`config.mk`:
```
export PLATFORM = sky130hd
export DESIGN_NAME = div_sequencer
export DESIGN_NICKNAME = d
export VERILOG_FILES = /design/src/rtl/div_pkg.sv /design/src/rtl/div_step.sv /design/src/rtl/div_sequencer.sv
export SDC_FILE = /design/constraint.sdc
export NUM_CORES = 1
export LEC_CHECK = 0
export ABC_AREA = 1
export CORE_UTILIZATION = 53
export DETAILED_ROUTE_END_ITERATION = 12
export PLACE_DENSITY = 0.75
export SYNTH_ARGS = -nofsm -noshare
export SYNTH_HDL_FRONTEND = slang
export SYNTH_SLANG_ARGS = --single-unit
```
`constraint.sdc`:
```
create_clock -name clk -period 2.6 [get_ports clk]
set_input_delay 0.52 -clock clk [delete_from_list [all_inputs] [get_ports clk]]
set_output_delay 0.52 -clock clk [all_outputs]
set_load 0.03 [all_outputs]
```
`src/rtl/div_pkg.sv`:
```
`default_nettype none
// ============================================================================
// Module      : div_pkg
// Description : Shared constants for the multi-cycle signed divider.
//               - DIV_WIDTH : default operand width
//               - S_IDLE / S_CALC / S_FIX : 2-bit controller state encoding
//               - DIV0_QUOT : quotient reported for a divide-by-zero
// Revision    : 1.0 - initial release
// ============================================================================
package div_pkg;

    localparam int DIV_WIDTH = 32;

    localparam logic [1:0] S_IDLE = 2'd0;
    localparam logic [1:0] S_CALC = 2'd1;
    localparam logic [1:0] S_FIX  = 2'd2;

    // All-ones quotient on divide-by-zero; replicated to the operand width
    // by the user, so only one bit of it is ever consulted.
    localparam logic [DIV_WIDTH-1:0] DIV0_QUOT = '1;

endpackage : div_pkg
`default_nettype wire

```
`src/rtl/div_step.sv`:
```
`default_nettype none
// ============================================================================
// Module      : div_step
// Description : One combinational restoring-division iteration on unsigned
//               magnitudes. {rem,quo} is shifted left by one, the divisor
//               magnitude is trial-subtracted from the widened remainder, and
//               the difference is kept when it does not borrow.
// Ports       : i_rem  [WIDTH-1:0]  partial remainder
//               i_quo  [WIDTH-1:0]  partial quotient / remaining dividend bits
//               i_dvs  [WIDTH-1:0]  divisor magnitude (non-zero)
//               o_rem  [WIDTH-1:0]  next partial remainder
//               o_quo  [WIDTH-1:0]  next partial quotient
// Revision    : 1.0 - initial release
// ============================================================================
module div_step #(
    parameter int WIDTH = 32
) (
    input  logic [WIDTH-1:0] i_rem,
    input  logic [WIDTH-1:0] i_quo,
    input  logic [WIDTH-1:0] i_dvs,
    output logic [WIDTH-1:0] o_rem,
    output logic [WIDTH-1:0] o_quo
);

    logic [WIDTH:0] w_shifted;
    logic [WIDTH:0] w_diff;
    logic           w_borrow;

    // The remainder is always below the divisor, so the shifted value fits in
    // WIDTH+1 bits and the top bit of the WIDTH+1-bit difference is the borrow.
    assign w_shifted = {i_rem, i_quo[WIDTH-1]};
    assign w_diff    = w_shifted - {1'b0, i_dvs};
    assign w_borrow  = w_diff[WIDTH];

    assign o_rem = w_borrow ? w_shifted[WIDTH-1:0] : w_diff[WIDTH-1:0];
    assign o_quo = {i_quo[WIDTH-2:0], ~w_borrow};

endmodule : div_step
`default_nettype wire

```
`src/rtl/div_sequencer.sv`:
```
`default_nettype none
// ============================================================================
// Module      : div_sequencer
// Description : Multi-cycle signed divider (truncating: quotient rounds
//               toward zero, remainder takes the dividend's sign). Operand
//               magnitudes are divided by a restoring shift-subtract datapath
//               over WIDTH cycles, then signs are applied in a fix-up cycle.
// Ports       : clk       system clock, rising edge
//               clr       synchronous active-high reset
//               start     request, only honoured while idle
//               dividend  [WIDTH-1:0] signed dividend, sampled on acceptance
//               divisor   [WIDTH-1:0] signed divisor, sampled on acceptance
//               busy      high while an operation is in flight
//               done      one-cycle pulse, z/dz valid from this cycle
//               dz        divide-by-zero flag of the last completed operation
//               z         [2*WIDTH-1:0] {remainder, quotient}, held
// Revision    : 1.0 - initial release
// ============================================================================
module div_sequencer
    import div_pkg::*;
#(
    parameter int WIDTH = DIV_WIDTH
) (
    input  logic               clk,
    input  logic               clr,
    input  logic               start,
    input  logic [WIDTH-1:0]   dividend,
    input  logic [WIDTH-1:0]   divisor,
    output logic               busy,
    output logic               done,
    output logic               dz,
    output logic [2*WIDTH-1:0] z
);

    localparam int CNT_W = $clog2(WIDTH) + 1;

    localparam logic [CNT_W-1:0] c_last_iter  = CNT_W'(WIDTH - 1);
    localparam logic [WIDTH-1:0] c_div0_quot  = {WIDTH{DIV0_QUOT[0]}};

    logic [1:0]         r_state;
    logic [CNT_W-1:0]   r_count;
    logic [WIDTH-1:0]   r_rem;
    logic [WIDTH-1:0]   r_quo;
    logic [WIDTH-1:0]   r_dvs;
    logic               r_neg_q;
    logic               r_neg_r;
    logic               r_div0;
    logic               r_busy;
    logic               r_done;
    logic               r_dz;
    logic [2*WIDTH-1:0] r_z;

    logic [WIDTH-1:0]   w_dvd_mag;
    logic [WIDTH-1:0]   w_dvs_mag;
    logic [WIDTH-1:0]   w_rem_next;
    logic [WIDTH-1:0]   w_quo_next;
    logic [WIDTH-1:0]   w_quo_fix;
    logic [WIDTH-1:0]   w_rem_fix;

    // Unsigned WIDTH-bit magnitudes: the most negative value maps onto its
    // own bit pattern, which read as unsigned is exactly 2^(WIDTH-1).
    assign w_dvd_mag = dividend[WIDTH-1] ? (~dividend + 1'b1) : dividend;
    assign w_dvs_mag = divisor[WIDTH-1]  ? (~divisor  + 1'b1) : divisor;

    div_step #(
        .WIDTH (WIDTH)
    ) u_step (
        .i_rem (r_rem),
        .i_quo (r_quo),
        .i_dvs (r_dvs),
        .o_rem (w_rem_next),
        .o_quo (w_quo_next)
    );

    // Sign fix-up. On divide-by-zero the dividend magnitude is still parked
    // in r_quo, so re-applying the dividend sign restores the original value.
    always_comb begin
        w_quo_fix = r_quo;
        w_rem_fix = r_rem;
        if (r_div0) begin
            w_quo_fix = c_div0_quot;
            w_rem_fix = r_neg_r ? ('0 - r_quo) : r_quo;
        end else begin
            w_quo_fix = r_neg_q ? ('0 - r_quo) : r_quo;
            w_rem_fix = r_neg_r ? ('0 - r_rem) : r_rem;
        end
    end

    always_ff @(posedge clk) begin
        if (clr) begin
            r_state <= S_IDLE;
            r_count <= '0;
            r_rem   <= '0;
            r_quo   <= '0;
            r_dvs   <= '0;
            r_neg_q <= 1'b0;
            r_neg_r <= 1'b0;
            r_div0  <= 1'b0;
            r_busy  <= 1'b0;
            r_done  <= 1'b0;
            r_dz    <= 1'b0;
            r_z     <= '0;
        end else begin
            r_done <= 1'b0;
            case (r_state)
                S_IDLE: begin
                    if (start) begin
                        r_quo   <= w_dvd_mag;
                        r_rem   <= '0;
                        r_dvs   <= w_dvs_mag;
                        r_neg_q <= dividend[WIDTH-1] ^ divisor[WIDTH-1];
                        r_neg_r <= dividend[WIDTH-1];
                        r_div0  <= (divisor == '0);
                        r_count <= '0;
                        r_busy  <= 1'b1;
                        r_state <= (divisor == '0) ? S_FIX : S_CALC;
                    end
                end
                S_CALC: begin
                    r_rem   <= w_rem_next;
                    r_quo   <= w_quo_next;
                    r_count <= r_count + 1'b1;
                    if (r_count == c_last_iter) begin
                        r_state <= S_FIX;
                    end
                end
                S_FIX: begin
                    r_z     <= {w_rem_fix, w_quo_fix};
                    r_dz    <= r_div0;
                    r_done  <= 1'b1;
                    r_busy  <= 1'b0;
                    r_state <= S_IDLE;
                end
                default: begin
                    r_busy  <= 1'b0;
                    r_state <= S_IDLE;
                end
            endcase
        end
    end

    assign busy = r_busy;
    assign done = r_done;
    assign dz   = r_dz;
    assign z    = r_z;

endmodule : div_sequencer
`default_nettype wire

```
### Word level (Yosys, flattened, before mapping)

Index checks and enable logic that the tools add are counted.

* register bits: 174
* bits in latches: 0
* bits in writable memories: 0
* memory bits (read-only): 0
* input bits: 67
* output and inout bits: 67
* word-level logic and storage cells: 56
* memories: 0

* add/subtract/negate cells: 6
* multiply operators: 0
* div/mod/pow operators: 0
* order comparisons: 0
* equality and inequality tests: 5
* shift-type cells: 0
* mux-type cells: 21
* bitwise operators: 5
* reductions and logical operators: 7

Operators by type and width (count)
* $mux W32: 10
* $pmux W32 S2: 2
* $add A32 B1 Y32 const B: 2
* $not A32 Y32: 2
* $sub A1 B32 Y32 const A: 2
* $sub A33 B32 Y33: 1
* $logic_not A32 Y1: 1
* $pmux W6 S2: 1
* $reduce_and A2 Y1: 4
* $add A6 B1 Y6 const B: 1
* $eq A6 B5 Y1 const B: 1
* $mux W2: 3
* $mux W6: 1
* $ne A2 B2 Y1 const B: 2
* $pmux W2 S2: 1
* $eq A2 B1 Y1 const B: 1
* $eq A2 B2 Y1 const B: 1
* $logic_not A2 Y1: 1
* $mux W1: 2
* $not A1 Y1: 2
* $pmux W1 S2: 1
* $reduce_bool A2 Y1: 1
* $xor A1 B1 Y1: 1

### Longest topological paths before layout

* depth in word-level cells: 5
* mapped depth: 18
* mapped depth without buffers: 17

### Modules after synthesis

From an unflattened synthesis, not the netlist that was laid out.

* cells, all modules: 2470
* area, all modules: 14166.1 um^2

By module, submodules not included
* div_sequencer: instances 1, cells each 1759, area each 10782.8 um^2, seq. area each 3483.3 um^2
* div_step: instances 1, cells each 711, area each 3383.2 um^2, seq. area each 0.0 um^2

### Worst setup path after synthesis

Ideal clock, no wire load.

* path kind: register to register
* start point: register r_quo[31]
* end point: register r_rem[19]
* setup time: 0.143 ns
* arrival: 2.163 ns
* data required time: 2.457 ns
* slack: 0.294 ns
* cell stages (with the launch flop): 19
* buffers on the path: 1
* clock period less this slack: 2.306 ns
* path through: dfxtp_1 -> inv_1 -> ha_1 -> fa_1 -> inv_1 -> nand2_1 -> nand2_1 -> nand3_1 -> nand2_2 -> nand2_2 -> nand2_4 -> nand2_4 -> nand2_4 -> nand2_8 -> nand2_8 -> buf_12 -> nand2_4 -> nand3_2 -> a21oi_2

* word-level cells in the longest chain between the ends: 3

RTL lines
* from (decl): RTL line div_sequencer.sv:43 `logic [WIDTH-1:0] r_quo;`
* from (signal assigned): RTL line div_sequencer.sv:108 `r_quo <= w_dvd_mag;`
* from (signal assigned): RTL line div_sequencer.sv:121 `r_quo <= w_quo_next;`
* $sub A33 B32 Y33: RTL line div_step.sv:32 `assign w_diff = w_shifted - {1'b0, i_dvs};`
* $mux W32: RTL line div_step.sv:35 `assign o_rem = w_borrow ? w_shifted[WIDTH-1:0] : w_diff[WIDTH-1:0];`
* $pmux W32 S2: RTL line div_sequencer.sv:105 `case (r_state)`
* to (signal assigned): RTL line div_sequencer.sv:120 `r_rem <= w_rem_next;`
* to (decl): RTL line div_sequencer.sv:42 `logic [WIDTH-1:0] r_rem;`

No other way between the ends.
A chain may end at the register's enable or synchronous reset.

### Final worst setup path

* start point: register r_quo[31]
* end point: register r_rem[27]

The elaborated chain is that of the path after synthesis.

==> impl_metrics.toml <==
[timing]
setup-violations-final = 0
period_minus_slack_ns = 2.47
tightest_slew_ns = 0.619
tns_ns = 0
fmax_mhz = 405
rsz0062_at_grt = "no"
hold_viol = 0
finalCritPeriodShare_pct = 94.9
report.final.slew_viol_count = 0
slew_headroom_pct = 58.4
clock_skew_ns = 0.0171

[worst_setup_path]
start_kind = "register"
endpoint_kind = "register"
worstPathRequired_ns = 2.96
worst_ep_arrival_time_ns = 2.83
crit_fanout = 24
critical_path_class = "reg2reg"

[cells_and_area]
syn2layout_area_growth_pct = 18.6
stdcell_count = 2732
multi_input_area_um2 = 8630
n_antenna_cell = 0
nets = 2496
final_util_pct = 64.3
seq_area_um2 = 3480
fillers = 2486
drive_gt1_share_pct = 9.62

[synth]
synth.cell_area_um2 = 13700
synth_area_leader_cell = "dfxtp_1"
synth_warnings = 0
synth_cells = 2266
ys.flop_type = "dfxtp_1"
async_flop_share_pct = 0
synth_nets = 2371
synth-seq-area-share_pct = 25.4
synthTopCellsByCount = "nand2_1, inv_1, nor2_1, a21oi_1, dfxtp_1"
synth_edf_count = 0
synth_most_common_cell = "nand2_1"
synth_seq_cells = 174
netlist.area_leader.share_pct = 25.4
syn_avg_cell_area_um2 = 6.06
synth_top_cells_by_area = "dfxtp_1, nand2_1, inv_1"
synth_cell_type_count = 53

[global_routing]
grt_pass1_vias = 14000
grt_max_degree = 77
gr-total-overflow = 0
grt_usage_pct = 36.7
grt_pass1_wl_um = 75000
antenna_found_initial = 0

[power]
power_density_nw_per_um2 = 866
power_mw = 14.1
p_leak_nw = 7.71
peakVddDrop_mv = 0.568

[clock_tree]
ctsRootBufferMaster = "clkbuf_16"
clk_path_buf_depth = 2
numCtsBuffers = 17
clk_pin_slew_ns = 0.07
clock_latency_ns = 0.44
cts_num_sinks = 174
htree_levels = 4
cts_tree = "built"
holdBufCountCts = 0

[route]
drcViolationCount = 0
drt-total-wl_um = 48600
ant_nets = 0
routedWlPerCell_um = 17.8
drt_first_pass_iters = 9
via_count = 15500
routed_via_density = 5.66
drt_iter0_drc = 1551

[floorplanning]
core_um2 = 25300
rows = 58
die_h_um = 163
start_util_pct = 54.2
die-area_um2 = 26500
ios = 134
die_w_um = 163

[status]
outcome = "complete, no violations"

[placement]
dp_hpwl_um = 37900
gp_congestion = 1.01
portBuffers = 133
dp.cells = 2701

[min_path]
hold_path_class = "reg2reg"

[job]
cap_violations = 0
-- sequential cells by signal (all words and copies together), names as in the netlist --
signal and cells:
z 64, r_div0 1, r_rem 32, r_state 2
dz 1, r_dvs 32, r_neg_r 1, r_quo 32
busy 1, done 1, r_neg_q 1, r_count 6
-- layout make-up --
class	instances	area share, %
Sequential cell	174	21.4
Clock buffer	17	2.61
Multi-Input combinational cell	1670	53.0
Clock inverter	13	1.10
Tap cell	330	2.54
Timing Repair Buffer	199	11.7
Inverter	329	7.59
-- timing repair --
item	CTS	global route
gates resized for setup	0	9
buffers inserted	0	0
setup endpoints to repair	0	33
-- per-stage QoR --
stage	setup WS (ns)	area [um^2]	hold slack (ns)
after floorplan	0.294	13700	0.431
after global placement	0.0787	15600	0.444
after detailed placement	0.0205	15600	0.444
after CTS	0.0264	16200	0.458
after global routing	0.0257	16300	0.481
final	0.133	16300	0.453
-- layout by cell type (no fill, tap or decap), types with 10 or more instances in the layout --
cell             netlist  final
xnor2_1               17     17
a21oi_1              192    191
inv_2                 19     22
o221ai_1              11     11
a22oi_1               16     16
ha_1                  37     36
nor3_1                30     30
dfxtp_1              174    173
a31oi_1               16     16
nand3b_1              11     11
clkbuf_16              0     17
inv_1                307    304
nand3_2               21     21
a21oi_2               22     23
nor2_2                10     10
o21ai_1               18     18
nand4_1               33     33
o21ai_0              152    152
nand2_1              557    557
nor2_1               209    208
nand2_2               21     21
nand3_1              168    168
buf_4                  2     60
o22ai_1               13     13
xor2_1                34     34
clkdlybuf4s50_1        0    132
o211ai_1              17     17
nand2_4               13     13
-- final timing paths --
| kind | start | to | slack [ns] | cells past startpoint |
|---|---|---|---|---|
| max reg2reg | r_quo[31] | r_rem[27] | 0.13 | 17 |
| max | r_quo[31] | r_rem[27] | 0.13 | 17 |
| min | busy | busy | 0.45 | 2 |
| min reg2reg | busy | busy | 0.45 | 2 |
-- critical path, stage by stage (launching register included) --
cell and delay, ns:
dfxtp_2 0.34, inv_1 0.08, ha_2 0.20, fa_2 0.36
inv_1 0.10, nand2_1 0.05, nand2_1 0.10, nand3_1 0.09
nand2_2 0.11, nand2_2 0.07, nand2_4 0.08, nand2_4 0.07
nand2_4 0.10, nand2_8 0.09, buf_12 0.18, nand3_1 0.09
nand3_2 0.08, a21oi_2 0.16
-- layer usage --
| layer | up-vias | share of wire, % | GRT usage (%) | routed length, um |
|---|---|---|---|---|
| met5 | - | 0.13 | 1.89 | 64 |
| met2 | 692 | 43 | 54.5 | 20700 |
| met4 | 2 | 2.4 | 10.4 | 1150 |
| met1 | 7089 | 44 | 50.3 | 21500 |
| met3 | 69 | 11 | 11.4 | 5170 |
| li1 | 7624 | - | - | - |
-- logic make-up (layout without fill, tap and decap cells) --
group | after synthesis | in the layout | share of synthesized area, %
flip-flops | 174 | 174 | 25.4
adder cells (fa/ha/maj) | 38 | 38 | 3.52
AND/OR/NAND/NOR | 1104 | 1105 | 36.3
XOR/XNOR | 51 | 51 | 3.25
buffers and inverters | 423 | 558 | 12.0
AO/OA/AOI/OAI | 476 | 476 | 19.6
-- where the power goes --
part           total, mW  switching [mW]  leakage, nW  internal [mW]
registers           3.23           0.312         1.42           2.92
clock network       2.74            1.21        0.297           1.53
logic               8.12            5.46         5.99           2.66
Note: power is estimated with default switching activity, not from simulation.
